==> src/rtl/alu_arbiter_if.sv <==
// Bundle between two requesters, the alu_arbiter and the shared combinational ALU.
// slave = arbiter side, master = requesters plus ALU side.
interface alu_arbiter_if #(
  parameter int WIDTH  = 32,
  parameter int CTRL_W = 5
);
  logic              req0_valid, req1_valid;
  logic              req0_ready, req1_ready;
  logic [WIDTH-1:0]  req0_a, req0_b, req1_a, req1_b;
  logic [CTRL_W-1:0] req0_ctrl, req1_ctrl;
  logic              rsp0_valid, rsp1_valid;
  logic              rsp0_ready, rsp1_ready;
  logic [WIDTH-1:0]  rsp_data;
  logic [2:0]        rsp_flags;
  logic [WIDTH-1:0]  alu_a, alu_b, alu_out;
  logic [CTRL_W-1:0] alu_ctrl;
  logic [2:0]        alu_flags;
  logic              busy;

  modport slave (
    input  req0_valid, req1_valid, req0_a, req0_b, req1_a, req1_b, req0_ctrl, req1_ctrl,
    input  rsp0_ready, rsp1_ready, alu_out, alu_flags,
    output req0_ready, req1_ready, rsp0_valid, rsp1_valid, rsp_data, rsp_flags,
    output alu_a, alu_b, alu_ctrl, busy
  );

  modport master (
    output req0_valid, req1_valid, req0_a, req0_b, req1_a, req1_b, req0_ctrl, req1_ctrl,
    output rsp0_ready, rsp1_ready, alu_out, alu_flags,
    input  req0_ready, req1_ready, rsp0_valid, rsp1_valid, rsp_data, rsp_flags,
    input  alu_a, alu_b, alu_ctrl, busy
  );
endinterface

==> src/rtl/alu_arbiter.sv <==
// Two-requester arbiter in front of a shared combinational ALU (IDLE -> EXEC -> RESP).
// Define ALU_ARB_FIXED_PRIO_EN for fixed priority to requester 0; default is round robin.
module alu_arbiter #(
  parameter int WIDTH  = 32,
  parameter int CTRL_W = 5
) (
  input  logic          clk,
  input  logic          rst,
  alu_arbiter_if.slave  bus
);

  // state | meaning
  // IDLE  | one requester's ready is high, waiting for its valid
  // EXEC  | operands drive the ALU for one cycle
  // RESP  | result held for the granted requester until it is consumed
  typedef enum logic [1:0] {IDLE = 2'd0, EXEC = 2'd1, RESP = 2'd2} state_t;

  state_t            state, state_nx;
  logic              sel, accept, gnt_id;
  logic [WIDTH-1:0]  a_q, b_q, data_q;
  logic [CTRL_W-1:0] ctrl_q;
  logic [2:0]        flags_q;

`ifdef ALU_ARB_FIXED_PRIO_EN
  always_comb sel = bus.req1_valid & ~bus.req0_valid;
`else
  logic last_gnt;

  // A lone valid always wins; otherwise the pointer picks the one not served last.
  always_comb begin
    if (bus.req0_valid && !bus.req1_valid)      sel = 1'b0;
    else if (bus.req1_valid && !bus.req0_valid) sel = 1'b1;
    else                                        sel = ~last_gnt;
  end

  always_ff @(posedge clk or posedge rst) begin
    if (rst)         last_gnt <= 1'b1;
    else if (accept) last_gnt <= sel;
  end
`endif

  always_comb begin
    state_nx       = state;
    accept         = 1'b0;
    bus.req0_ready = 1'b0;
    bus.req1_ready = 1'b0;
    bus.rsp0_valid = 1'b0;
    bus.rsp1_valid = 1'b0;
    case (state)
      IDLE: begin
        bus.req0_ready = ~sel;
        bus.req1_ready = sel;
        accept         = sel ? bus.req1_valid : bus.req0_valid;
        if (accept) state_nx = EXEC;
      end
      EXEC: state_nx = RESP;
      RESP: begin
        bus.rsp0_valid = ~gnt_id;
        bus.rsp1_valid = gnt_id;
        if (gnt_id ? bus.rsp1_ready : bus.rsp0_ready) state_nx = IDLE;
      end
      default: state_nx = IDLE;
    endcase
  end

  always_ff @(posedge clk or posedge rst) begin
    if (rst) state <= IDLE;
    else     state <= state_nx;
  end

  always_ff @(posedge clk or posedge rst) begin
    if (rst) begin
      a_q     <= '0;
      b_q     <= '0;
      ctrl_q  <= '0;
      gnt_id  <= 1'b0;
      data_q  <= '0;
      flags_q <= '0;
    end else begin
      if (accept) begin
        a_q    <= sel ? bus.req1_a    : bus.req0_a;
        b_q    <= sel ? bus.req1_b    : bus.req0_b;
        ctrl_q <= sel ? bus.req1_ctrl : bus.req0_ctrl;
        gnt_id <= sel;
      end
      if (state == EXEC) begin
        data_q  <= bus.alu_out;
        flags_q <= bus.alu_flags;
      end
    end
  end

  assign bus.alu_a     = a_q;
  assign bus.alu_b     = b_q;
  assign bus.alu_ctrl  = ctrl_q;
  assign bus.rsp_data  = data_q;
  assign bus.rsp_flags = flags_q;
  assign bus.busy      = (state != IDLE);

endmodule

==> src/flat_wrapper.sv <==
// flat-port wrapper written by rule: the top's interface ports become plain ports
module alu_arbiter_flat 
#(
  parameter int WIDTH  = 32,
  parameter int CTRL_W = 5
)
  (clk, rst, bus_req0_valid, bus_req1_valid, bus_req0_a, bus_req0_b, bus_req1_a, bus_req1_b, bus_req0_ctrl, bus_req1_ctrl, bus_rsp0_ready, bus_rsp1_ready, bus_alu_out, bus_alu_flags, bus_req0_ready, bus_req1_ready, bus_rsp0_valid, bus_rsp1_valid, bus_rsp_data, bus_rsp_flags, bus_alu_a, bus_alu_b, bus_alu_ctrl, bus_busy);
  alu_arbiter_if #(.WIDTH(WIDTH), .CTRL_W(CTRL_W)) bus_i ();
  input  logic clk;
  input  logic rst;
  input wire logic [$bits(bus_i.req0_valid)-1:0] bus_req0_valid;
  input wire logic [$bits(bus_i.req1_valid)-1:0] bus_req1_valid;
  input wire logic [$bits(bus_i.req0_a)-1:0] bus_req0_a;
  input wire logic [$bits(bus_i.req0_b)-1:0] bus_req0_b;
  input wire logic [$bits(bus_i.req1_a)-1:0] bus_req1_a;
  input wire logic [$bits(bus_i.req1_b)-1:0] bus_req1_b;
  input wire logic [$bits(bus_i.req0_ctrl)-1:0] bus_req0_ctrl;
  input wire logic [$bits(bus_i.req1_ctrl)-1:0] bus_req1_ctrl;
  input wire logic [$bits(bus_i.rsp0_ready)-1:0] bus_rsp0_ready;
  input wire logic [$bits(bus_i.rsp1_ready)-1:0] bus_rsp1_ready;
  input wire logic [$bits(bus_i.alu_out)-1:0] bus_alu_out;
  input wire logic [$bits(bus_i.alu_flags)-1:0] bus_alu_flags;
  output wire logic [$bits(bus_i.req0_ready)-1:0] bus_req0_ready;
  output wire logic [$bits(bus_i.req1_ready)-1:0] bus_req1_ready;
  output wire logic [$bits(bus_i.rsp0_valid)-1:0] bus_rsp0_valid;
  output wire logic [$bits(bus_i.rsp1_valid)-1:0] bus_rsp1_valid;
  output wire logic [$bits(bus_i.rsp_data)-1:0] bus_rsp_data;
  output wire logic [$bits(bus_i.rsp_flags)-1:0] bus_rsp_flags;
  output wire logic [$bits(bus_i.alu_a)-1:0] bus_alu_a;
  output wire logic [$bits(bus_i.alu_b)-1:0] bus_alu_b;
  output wire logic [$bits(bus_i.alu_ctrl)-1:0] bus_alu_ctrl;
  output wire logic [$bits(bus_i.busy)-1:0] bus_busy;
  assign bus_i.req0_valid = bus_req0_valid;
  assign bus_i.req1_valid = bus_req1_valid;
  assign bus_i.req0_a = bus_req0_a;
  assign bus_i.req0_b = bus_req0_b;
  assign bus_i.req1_a = bus_req1_a;
  assign bus_i.req1_b = bus_req1_b;
  assign bus_i.req0_ctrl = bus_req0_ctrl;
  assign bus_i.req1_ctrl = bus_req1_ctrl;
  assign bus_i.rsp0_ready = bus_rsp0_ready;
  assign bus_i.rsp1_ready = bus_rsp1_ready;
  assign bus_i.alu_out = bus_alu_out;
  assign bus_i.alu_flags = bus_alu_flags;
  assign bus_req0_ready = bus_i.req0_ready;
  assign bus_req1_ready = bus_i.req1_ready;
  assign bus_rsp0_valid = bus_i.rsp0_valid;
  assign bus_rsp1_valid = bus_i.rsp1_valid;
  assign bus_rsp_data = bus_i.rsp_data;
  assign bus_rsp_flags = bus_i.rsp_flags;
  assign bus_alu_a = bus_i.alu_a;
  assign bus_alu_b = bus_i.alu_b;
  assign bus_alu_ctrl = bus_i.alu_ctrl;
  assign bus_busy = bus_i.busy;
  alu_arbiter #(.WIDTH(WIDTH), .CTRL_W(CTRL_W)) u_core (.clk(clk), .rst(rst), .bus(bus_i));
endmodule
==> config.mk <==
export PLATFORM = sky130hd
export DESIGN_NAME = alu_arbiter_flat
export DESIGN_NICKNAME = d
export VERILOG_FILES = /design/src/rtl/alu_arbiter_if.sv /design/src/rtl/alu_arbiter.sv /design/src/flat_wrapper.sv
export SDC_FILE = /design/constraint.sdc
export NUM_CORES = 1
export LEC_CHECK = 0
export CORE_UTILIZATION = 30
export CTS_BUF_LIST = sky130_fd_sc_hd__clkbuf_16
export CTS_CLUSTER_SIZE = 28
export DETAILED_ROUTE_END_ITERATION = 8
export GPL_ROUTABILITY_DRIVEN = 0
export PLACE_DENSITY = 0.74
export SLEW_MARGIN = 40
export SYNTH_ARGS = -nofsm -noshare
export SYNTH_HDL_FRONTEND = slang
export SYNTH_SLANG_ARGS = --single-unit
==> constraint.sdc <==
create_clock -name clk -period 9.11 [get_ports clk]
set_input_delay 1.822 -clock clk [delete_from_list [all_inputs] [get_ports clk]]
set_output_delay 1.822 -clock clk [all_outputs]
set_load 0.05 [all_outputs]
# ---- After elaboration in Yosys (flattened, before gate mapping)
# Index checks and enable logic that the tools add are counted.
dict set report classes {
  eq_ne 4
  n_mux 15
  n_reduce_logical 7
  bitwise 3
}
# operator count
set ops {}
lappend ops {{$mux W32} 2}
lappend ops {{$mux W1} 9}
lappend ops {{$pmux W2 S3} 1}
lappend ops {{$mux W5} 1}
lappend ops {{$mux W2} 2}
lappend ops {{$ne A2 B1 Y1 const B} 2}
lappend ops {{$not A1 Y1} 3}
lappend ops {{$eq A2 B1 Y1 const B} 1}
lappend ops {{$eq A2 B2 Y1 const B} 1}
lappend ops {{$logic_and A1 B1 Y1} 2}
lappend ops {{$logic_not A1 Y1} 2}
lappend ops {{$logic_not A2 Y1} 1}
lappend ops {{$reduce_and A2 Y1} 1}
lappend ops {{$reduce_bool A2 Y1} 1}
dict set report totals {
  inputBits 179
  out_inout_bits 109
  wordCells 37
  register_bits 108
}

# ---- Logic depth before layout (Yosys ltp)
dict set report depth {
  word_depth 7
  ltp_mapped 6
  ltp_nobuf 3
}

# ---- Least setup slack after synthesis
# OpenSTA, ideal clock, no wires.
dict set report synth_path {
  path_type {input to output}
  startpoint {input port bus_req0_valid}
  endpoint {output port bus_req0_ready}
  stages 4
  n_path_buf 2
  path_slack_ns 3.996
  arrival_ns 3.292
  t_required_ns 7.288
  cell_sequence {nor2_2 -> buf_2 -> clkbuf_1 -> nor3_1}
}
dict set report synth_between {
  elab_chain_len 6
  word_cells_on_any_way 7
  classes_between {mux: 3; bitwise: 1; reduce/logical: 3}
}
# item line_no
set synth_lines {}
lappend synth_lines {{from (decl)} flat_wrapper.sv:11} ;# input wire logic [$bits(bus_i.req0_valid)-1:0] bus_req0_valid;
lappend synth_lines {{$logic_not A1 Y1} alu_arbiter.sv:32} ;# else if (bus.req1_valid && !bus.req0_valid) sel = 1'b1;
lappend synth_lines {{$logic_and A1 B1 Y1} alu_arbiter.sv:32}
lappend synth_lines {{$mux W1} alu_arbiter.sv:32}
lappend synth_lines {{$mux W1 (*)} alu_arbiter.sv:31} ;# if (bus.req0_valid && !bus.req1_valid) sel = 1'b0;
lappend synth_lines {{$not A1 Y1 (*)} alu_arbiter.sv:51} ;# bus.req0_ready = ~sel;
lappend synth_lines {{$mux W1 (*)} alu_arbiter.sv:49} ;# case (state)
lappend synth_lines {{to (decl)} flat_wrapper.sv:23} ;# output wire logic [$bits(bus_i.req0_ready)-1:0] bus_req0_ready;
# Mark *: on every way between the ends. The rest lies on a longest branch, timed or not.

# ---- Final worst setup path
dict set report layout_path {
  startpoint {input port bus_req0_valid}
  endpoint {output port bus_req1_ready}
}
dict set report layout_between {
  elab_chain_len 5
  word_cells_on_any_way 6
  classes_between {mux: 3; reduce/logical: 3}
}
# item line_no
set layout_lines {}
lappend layout_lines {{$logic_not A1 Y1} alu_arbiter.sv:32}
lappend layout_lines {{$logic_and A1 B1 Y1} alu_arbiter.sv:32}
lappend layout_lines {{$mux W1} alu_arbiter.sv:32}
lappend layout_lines {{$mux W1 (*)} alu_arbiter.sv:31}
lappend layout_lines {{$mux W1 (*)} alu_arbiter.sv:49}
lappend layout_lines {{to (decl)} flat_wrapper.sv:24} ;# output wire logic [$bits(bus_i.req1_ready)-1:0] bus_req1_ready;
# Marks and branches as above.

==> impl_metrics.ini <==
[outcome]
outcome = finished clean

[route]
dr.pass1.iters = 4
drt-total-wl_um = 16700
first_iter_violations = 205
final_antenna_net_count = 0
viasPerCell = 5.08
routedWlPerCell_um = 17.2
vias = 4934
drcViolationCount = 0

[power]
p_per_area_nw_per_um2 = 403
sequentialPowerShare = 0.257
p_clk_frac = 0.112
p_switching_w = 0.00171
p_leak_nw = 3.15
power_frac_comb = 0.631
switching_share = 0.506
p_int_w = 0.00167
peakVddDrop_mv = 0.238

[sta]
min_period_ns = 6.06
setup_viol = 0
hold_violations = 0
drv_slew = 0
finalCritPeriodShare = 0.665
worst_pin_slew_ns = 0.856
hold_ws_ns = 0.506
skew_ns = 0.00800
rsz0062_at_grt = no
clock.fmax_ghz = 0.165
slew_headroom = 0.429
tns_ns = 0

[setup_path]
cp_max_fo = 71
end_kind = primary output
cpPeakStageDelay_ns = 0.81
cp.arrival_ns = 4.23
criticalPathCategory = in -> out
slowest_stage = clkdlybuf4s50_1
critPathBufInv = 3
crit_family = buffers and inverters
start_kind = input pin
cp_cell_sequence = clkdlybuf4s50_1 > a21boi_4 > buf_4 > nor2_1 > nor2_1 > clkdlybuf4s50_1
required_ns = 7.29

[cts]
numCtsBuffers = 9
cts_tree = yes
clockRootBuffer = clkbuf_16
cts_resized = 0
htreeDepth = 3
cts_setup_buffers = 0
path_clk_slew_ns = 0.07
cts.sinks = 108
cts_hold_buf = 0
clock_latency_ns = 0.35
clock_path_buffers = 2

[synth]
synth_common_cells = dfrtp_1, a21oi_1, o21ai_0
synth-xor-area-share = 0
ys_ff_latch = 108
syn_area_um2 = 5100
synth_simple_gate_area_frac = 0.113
synth_cells = 498
syn_area_per_cell_um2 = 10.2
async_reset_ff_frac = 1.00
synthesis.nets = 677
synthAdderAreaFrac = 0
synth_area_leaders = dfrtp_1, nand3b_1, a31oi_1
synth_seq_area_share = 0.530
yosysUniqueCellTypes = 19
synthMuxAreaShare = 0.0795
ys_warn_count = 0
synthMostInstantiatedCell = dfrtp_1
synth-edff-count = 0
synth_top_family_by_area = compound AO/OA/AOI/OAI gates
synth.largest_area_cell = dfrtp_1
synth-compound-area-share = 0.228
synthFlopType = dfrtp_1
synth_top_area_frac = 0.525

[die]
die_w_um = 132
start_util = 0.307
io_pins = 288
die_h_um = 132
rows = 47
die_area_um2 = 17500
core_area_um2 = 16600

[global_routing]
grt_max_degree = 89
overflow = 0
grt_pass1_vias = 4984
antenna_found_initial = 0
grt_pass1_wl_um = 26900
gr-usage-all-layers = 0.193

[run]
cap_violations = 0

[placed_design]
dp_hpwl_um = 11000
io_buffers = 287

[cells_and_area]
final_layout_size_suffix_gt1_frac = 0.0904
diodes = 0
layout.nets = 926
area_growth_pct = 64.9

[hold_path]
hp-class = reg -> reg
[cell families after synthesis]
group           count (synthesis)
simple gates                   80
mux                            36
flops                         108
buf+inv                        60
compound gates                214
[power by group through the flow]
| stage | sequential, W | combinational [W] | clock [W] |
|---|---|---|---|
| floorplan | 0.00168 | 0.000600 | 0 |
| global placement | 0.000864 | 0.00213 | 0 |
| detailed placement | 0.000875 | 0.00215 | 0 |
| CTS | 0.000871 | 0.00215 | 0.000395 |
| global route | 0.000903 | 0.00225 | 0.000411 |
| finish | 0.000869 | 0.00214 | 0.000379 |
[layout make-up]
class / count / area [µm²]
Timing Repair Buffer: 295 / 2950
Clock inverter: 7 / 58.8
Clock buffer: 9 / 225
Sequential cell: 108 / 2700
Tap cell: 220 / 275
Multi-Input combinational cell: 330 / 2180
Fill cell: 1539 / 8180
Inverter: 3 / 13.8
[layout by cell type (no fill, tap or decap), drive strengths merged]
cell / Yosys / layout
inv: 3 / 6
clkinv: 0 / 2
nor3: 1 / 1
a31oi: 69 / 69
dfrtp: 107 / 107
o21ai: 70 / 70
a21oi: 73 / 73
a21bo: 1 / 1
and2: 1 / 1
dfstp: 1 / 1
a21boi: 1 / 1
nand2b: 2 / 2
mux2: 36 / 36
or2: 1 / 1
clkbuf: 40 / 9
buf: 17 / 8
nor2: 6 / 6
nand3b: 69 / 69
clkinvlp: 0 / 2
clkdlybuf4s50: 0 / 287
[per-stage QoR]
step                setup slack [ns]  area, µm²  power (W)  std cells   util
finish                          3.05       8410    0.00338        972  0.507
global route                    2.94       8410    0.00356        972  0.507
CTS                             3.02       8380    0.00341        971  0.505
detailed placement              3.01       8090    0.00302        955  0.488
global placement                3.05       8090    0.00299        955  0.488
floorplan                       4.00       5100    0.00228        498      -
[worst paths after layout]
| path | from | endpoint | slack [ns] | cells past startpoint |
|---|---|---|---|---|
| max | bus_req0_valid | bus_req1_ready | 3.05 | 6 |
| min | u_core.bus.rsp_data[19] | u_core.bus.rsp_data[19] | 0.51 | 1 |
| max reg2reg | u_core.state[0] | u_core.bus.alu_b[25] | 6.31 | 5 |
| min reg2reg | u_core.bus.rsp_data[19] | u_core.bus.rsp_data[19] | 0.51 | 1 |
| max in group asynchronous | rst | u_core.bus.rsp_data[12] | 5.96 | 3 |
| min in group asynchronous | rst | u_core.bus.rsp_data[15] | 1.93 | 2 |
[metal layers]
metal / global-route usage / wire [µm] / up-vias
met5: 0 / 0 / -
met4: 0.0619 / 284 / 0
met3: 0.0531 / 1360 / 18
met2: 0.336 / 8240 / 211
met1: 0.230 / 6860 / 2356
li1: - / - / 2349
[flip-flops by register name (all words and copies together), names as in the netlist]
signal / count
u_core.last_gnt: 1
u_core.bus.rsp_flags: 3
u_core.bus.alu_a: 32
u_core.bus.rsp_data: 32
u_core.gnt_id: 1
u_core.bus.alu_b: 32
u_core.state: 2
u_core.bus.alu_ctrl: 5
No activity file was read; power rests on OpenSTA's default activity.
==> RTL change 1, RTL diff (config.mk and constraints unchanged) <==
Reset style: synchronous (`rst`), changed in 3 clocked blocks.
--- a/src/rtl/alu_arbiter.sv
+++ b/src/rtl/alu_arbiter.sv
@@ -33,7 +33,7 @@
     else                                        sel = ~last_gnt;
   end
 
-  always_ff @(posedge clk or posedge rst) begin
+  always_ff @(posedge clk) begin
     if (rst)         last_gnt <= 1'b1;
     else if (accept) last_gnt <= sel;
   end
@@ -63,12 +63,12 @@
     endcase
   end
 
-  always_ff @(posedge clk or posedge rst) begin
+  always_ff @(posedge clk) begin
     if (rst) state <= IDLE;
     else     state <= state_nx;
   end
 
-  always_ff @(posedge clk or posedge rst) begin
+  always_ff @(posedge clk) begin
     if (rst) begin
       a_q     <= '0;
       b_q     <= '0;
Behaviour: differs if rst is asserted again (counterexample within 4 cycles, from zero or initial values and one cycle with rst high); with rst held inactive, the same outputs for 10 cycles.
==> RTL change 1 against the unedited design <==
Count of clock-buffer cells in the layout stayed put. Final cell count is 7.7% higher. Area after synthesis is 1.3% higher. Wire length is 18% higher. Sequential cell count stayed put. First-iteration DRC count is 120% higher. Cell area is 1.3% lower. Worst hold slack worse by 0.051 ns. Setup slack better by 0.41 ns.
Power is not compared: it rests on default switching activity, and its combinational part moved more than twofold at a synthesized area within 25%.
==> RTL change 1: results (changes against the unedited design) <==
| Metric | Value |
|---|---|
| Vias in the first global route | `5,828 (+17%)` |
| TritonRoute pass-1 iters | `5 (+1)` |
| CTS resizes | `0 (unchanged)` |
| Crit path DAT | `3.83 ns (-0.40 ns)` |
| First-pass GRT wire length | `31,100 um (+16%)` |
| Fin nets | `1,001 (+8.1%)` |
| Actual slew at the worst max-slew pin | `0.771 ns (-0.0851 ns)` |
| Synth warn | `0 (unchanged)` |
| Syn nets | `789 (+17%)` |
| Pin count of the biggest net entering global routing | `85 (-4.5%)` |
| Number of synthesized flops with an enable pin | `0 (unchanged)` |
| Initial antenna violation count | `0 (unchanged)` |
| Main synth FF type | `dfxtp_1` |
| Placement Setup Slack | `3.47 ns (+0.455 ns)` |
| Synth area leaders | `dfxtp_1 42%, a2111oi_0 22%, a21oi_1 10%, nor4_1 8.4%, nand2_1 5.2%` |
| Iteration-0 DRC Markers | `460 (+120%)` |
| Setup bufs post-CTS | `0 (unchanged)` |
| Crit-path max FO | `73 (+2.8%)` |
| HP Class | `register to register` |
| Synth unique cells | `26 (+7)` |
| All-Layer GR Usage | `0.217 (+0.0241)` |
| Share of post-route cells with drive strength above 1 | `0.0435 (-0.0469)` |
| Avg WL per Cell | `18.9 um (+9.9%)` |
| Seq/Total Area, Yosys | `0.419 (-0.112)` |
| Clock Tree Buf Depth | `2 (unchanged)` |
| Leakage power | `2.63 nW` |
| Detailed-route via count | `6,079 (+23%)` |
| Post-synth top cells | `127 x a2111oi_0, 108 x a21oi_1, 108 x dfxtp_1` |
| Status | `completed` |
| Async SR Flop Fraction | `0 (-1.00)` |
| Final setup viols | `0 (unchanged)` |
| Max Clock Skew | `0.00576 ns (-0.00224 ns)` |
| DP HPWL | `12,200 um (+11%)` |
| Clk slew on worst S/H paths | `0.07 ns (about the same)` |
| Switching Fraction | `0.373` |
RTL change 1: per-stage QoR:
stage	instances	power (mW)	cell area, um2	utilization	hold WS [ns]
2_1_floorplan	610	0.915	5170	-	0.511
3_3_place_gp	1031	1.13	7970	0.477	0.442
3_5_place_dp	1031	1.14	7970	0.477	0.446
4_1_cts	1047	1.57	8290	0.497	0.457
5_1_grt	1047	1.63	8300	0.497	0.472
6_report	1047	1.56	8300	0.497	0.455
RTL change 1: cell families (layout without fill, tap and decap cells):
kind of cell           Yosys count  count (layout)  synth area share
flip-flops                     108             108             0.419
buffers and inverters          100             317            0.0840
AO/OA/AOI/OAI                  249             249             0.346
AND/OR/NAND/NOR                152             152             0.149
multiplexers                     1               1           0.00194
RTL change 1: area by class of cell:
cell class / instances / area (um2)
clock buffers: 9 / 225
multi-input cells: 402 / 2580
clock inverters: 7 / 96.3
repair buffers: 297 / 2940
flip-flops and latches: 108 / 2160
inverters: 4 / 21.3
well taps: 220 / 275
fillers: 1610 / 8400
RTL change 1: power groups by stage:
| stage | Combinational (mW) | Clock [mW] | Sequential (mW) |
|---|---|---|---|
| global placement | 0.568 | 0 | 0.565 |
| detailed placement | 0.571 | 0 | 0.566 |
| CTS | 0.573 | 0.439 | 0.556 |
| floorplan | 0.181 | 0 | 0.734 |
| global route | 0.605 | 0.458 | 0.562 |
| finish | 0.574 | 0.426 | 0.556 |
RTL change 1: final timing paths:
check,start,endpoint,slack (ns),cells past startpoint
setup / recovery,bus_req1_valid,bus_req1_ready,3.46,6
hold / removal,u_core.bus.rsp_data[10],u_core.bus.rsp_data[10],0.45,2
setup reg to reg,u_core.state[1],u_core.bus.alu_a[8],5.96,6
hold reg to reg,u_core.bus.rsp_data[10],u_core.bus.rsp_data[10],0.45,2
RTL change 1: layer usage:
| metal | up-vias | track usage | wire length, um |
|---|---|---|---|
| li1 | 2874 | - | - |
| met1 | 2860 | 0.282 | 8530 |
| met2 | 322 | 0.355 | 9220 |
| met3 | 23 | 0.0506 | 1710 |
| met4 | 0 | 0.0688 | 371 |
| met5 | - | 0 | 0 |
RTL change 1: worst max-delay path, stage by stage:
cell and delay [ns]:
buf_2 0.07, buf_4 0.59, nand2b_1 0.15, a21o_1 0.22
nor2_1 0.08, clkdlybuf4s50_1 0.86
==> RTL change 2, RTL diff (config.mk and constraints unchanged) <==
Made on the original files. `WIDTH` is set to 32 in 3 places; all go to 48.
--- a/src/rtl/alu_arbiter_if.sv
+++ b/src/rtl/alu_arbiter_if.sv
@@ -1,7 +1,7 @@
 // Bundle between two requesters, the alu_arbiter and the shared combinational ALU.
 // slave = arbiter side, master = requesters plus ALU side.
 interface alu_arbiter_if #(
-  parameter int WIDTH  = 32,
+  parameter int WIDTH  = 48,
   parameter int CTRL_W = 5
 );
   logic              req0_valid, req1_valid;
--- a/src/rtl/alu_arbiter.sv
+++ b/src/rtl/alu_arbiter.sv
@@ -1,7 +1,7 @@
 // Two-requester arbiter in front of a shared combinational ALU (IDLE -> EXEC -> RESP).
 // Define ALU_ARB_FIXED_PRIO_EN for fixed priority to requester 0; default is round robin.
 module alu_arbiter #(
-  parameter int WIDTH  = 32,
+  parameter int WIDTH  = 48,
   parameter int CTRL_W = 5
 ) (
   input  logic          clk,
--- a/src/flat_wrapper.sv
+++ b/src/flat_wrapper.sv
@@ -1,7 +1,7 @@
 // flat-port wrapper written by rule: the top's interface ports become plain ports
 module alu_arbiter_flat 
 #(
-  parameter int WIDTH  = 32,
+  parameter int WIDTH  = 48,
   parameter int CTRL_W = 5
 )
   (clk, rst, bus_req0_valid, bus_req1_valid, bus_req0_a, bus_req0_b, bus_req1_a, bus_req1_b, bus_req0_ctrl, bus_req1_ctrl, bus_rsp0_ready, bus_rsp1_ready, bus_alu_out, bus_alu_flags, bus_req0_ready, bus_req1_ready, bus_rsp0_valid, bus_rsp1_valid, bus_rsp_data, bus_rsp_flags, bus_alu_a, bus_alu_b, bus_alu_ctrl, bus_busy);
Interface: changed (8 resized); port bits go from 288 to 416. No check against the original RTL was run, so the function may have changed too.
==> RTL change 2 against the unedited design <==
Setup slack worse by 0.24 ns. Core utilization up 0.21 points. Cell area up 48%. Wire length up 60%. Area after synthesis up 47%. Fmax down 3.7%. Final cell count up 46%. Sequential cell count up 48. Power up 52%.
==> RTL change 2: results (changes against the unedited design) <==
| Metric | Value |
|---|---|
| First-pass GRT wire length | `41,200 um (+54%)` |
| Root Buffer | `clkbuf_16` |
| Status | `completed` |
| Wire length on met3 | `1880 um (+38%)` |
| Slew headroom | `0.455 (+0.0259)` |
| Buffers on Ports | `415 (+45%)` |
| Synth unique cells | `22 (+3)` |
| Drt total wl | `26,800 um (+60%)` |
| CP max-delay cell | `clkdlybuf4s50_1` |
| Synth area leaders | `dfrtp_1 52%, nand3b_1 10%, mux2_2 7.8%, a21oi_1 7.0%, a31oi_1 6.7%` |
| Met3 Usage GRT | `0.0481 (-0.00500)` |
| Initial antenna violation count | `0 (unchanged)` |
| Wire length on met1 | `10,900 um (+60%)` |
| CTS resizes | `0 (unchanged)` |
| Pin count of the biggest net entering global routing | `109 (+22%)` |
| FILL cells | `2,207 (+43%)` |
| Critical Path Max Stage Delay | `0.85 ns (+0.04 ns)` |
| ANT cells | `0 (unchanged)` |
| Clock Tree Buf Depth | `2 (unchanged)` |
| Clock network area share | `0.0498 (+0.0161)` |
| TritonRoute pass-1 iters | `5 (+1)` |
| DR WL met2 | `13,200 um (+60%)` |
| Grt met2 use | `0.343 (+0.00702)` |
| Iteration-0 DRC Markers | `494 (+140%)` |
| Crit path DAT | `4.47 ns (+0.24 ns)` |
| Clock buffer cells | `17 (+8)` |
| Vias in the first global route | `7,095 (+42%)` |
| Inverters | `3 (unchanged)` |
| Seq Cell Count | `156 (+44%)` |
| Grt met1 use | `0.256 (+0.0253)` |
| Synth warn | `0 (unchanged)` |
| Leakage power | `4.65 nW (+47%)` |
| Non-clock buffer count | `426 (+44%)` |
| Register Area | `3910 um2 (+44%)` |
| All-Layer GR Usage | `0.205 (+0.0121)` |
| Grt ovf | `0 (unchanged)` |
| Share of post-route cells with drive strength above 1 | `0.114 (+0.0232)` |
| Post-synth top cells | `155 x dfrtp_1, 105 x a21oi_1, 101 x nand3b_1` |
| Detailed-route via count | `7,369 (+49%)` |
| Syn nets | `977 (+44%)` |
| Max Clock Skew | `0.0156 ns (+0.00760 ns)` |
| Uppermost routed layer | `met4` |
| Setup bufs post-CTS | `0 (unchanged)` |
| Seq/Total Area, Yosys | `0.520 (-0.0107)` |
| Top Family by Delay on Critical Path | `buffers and inverters` |
| Clk slew on worst S/H paths | `0.07 ns (about the same)` |
| Crit-path max FO | `97 (+37%)` |
| DP HPWL | `17,900 um (+63%)` |
| NonClk Buf Share | `0.342 (-0.00969)` |
| Multi-input logic area | `3250 um2 (+49%)` |
| Fin nets | `1,337 (+44%)` |
| Main synth FF type | `dfrtp_1` |
| Maximum vdd drop | `0.222 mV (-6.5%)` |
| HP Class | `register to register` |
| Clock latency at the later pin of the worst-skew pair | `0.42 ns (+0.07 ns)` |
| Async SR Flop Fraction | `1.00 (unchanged)` |
| Multi-Input Combinational | `474 (+44%)` |
| CTS H-tree lvls | `4 (+1)` |
## RTL change 2: cell types whose count changed after synthesis, moves of 10 or more
cell,before,now
dfrtp_1,107,155
a21oi_1,73,105
nand3b_1,69,101
o21ai_0,70,100
a31oi_2,0,20
mux2_2,36,52
clkbuf_1,40,54
a31oi_1,69,81
buf_1,0,10
## RTL change 2: final timing paths
| kind | start | end | slack, ns | cells after the start |
|---|---|---|---|---|
| min | u_core.bus.rsp_data[36] | u_core.bus.rsp_data[36] | 0.51 | 1 |
| min in group asynchronous | rst | u_core.bus.rsp_data[0] | 1.93 | 2 |
| min reg2reg | u_core.bus.rsp_data[36] | u_core.bus.rsp_data[36] | 0.51 | 1 |
| max in group asynchronous | rst | u_core.bus.alu_b[25] | 5.92 | 3 |
| max | bus_req0_valid | bus_req1_ready | 2.82 | 6 |
| max reg2reg | u_core.state[0] | u_core.bus.alu_b[3] | 6.37 | 5 |
## RTL change 2: cell families after synthesis
group | after synthesis | synth area share
AND/OR/NAND/NOR | 112 | 0.108
multiplexers | 52 | 0.0779
flip-flops | 156 | 0.520
buffers and inverters | 88 | 0.0533
AO/OA/AOI/OAI | 310 | 0.241
## RTL change 2: report_power, final
group,internal [mW],switching [mW]
Sequential,1.05,0.208
Clock,0.398,0.347
Combinational,1.10,2.05
## RTL change 2: per-stage QoR
| step | setup WS (ns) | std cells | cell area (um2) |
|---|---|---|---|
| 2_1_floorplan | 3.08 | 718 | 7510 |
| 5_1_grt | 2.66 | 1415 | 12400 |
| 3_5_place_dp | 2.79 | 1382 | 11800 |
| 4_1_cts | 2.79 | 1414 | 12400 |
| 3_3_place_gp | 2.82 | 1382 | 11800 |
| 6_report | 2.82 | 1415 | 12400 |
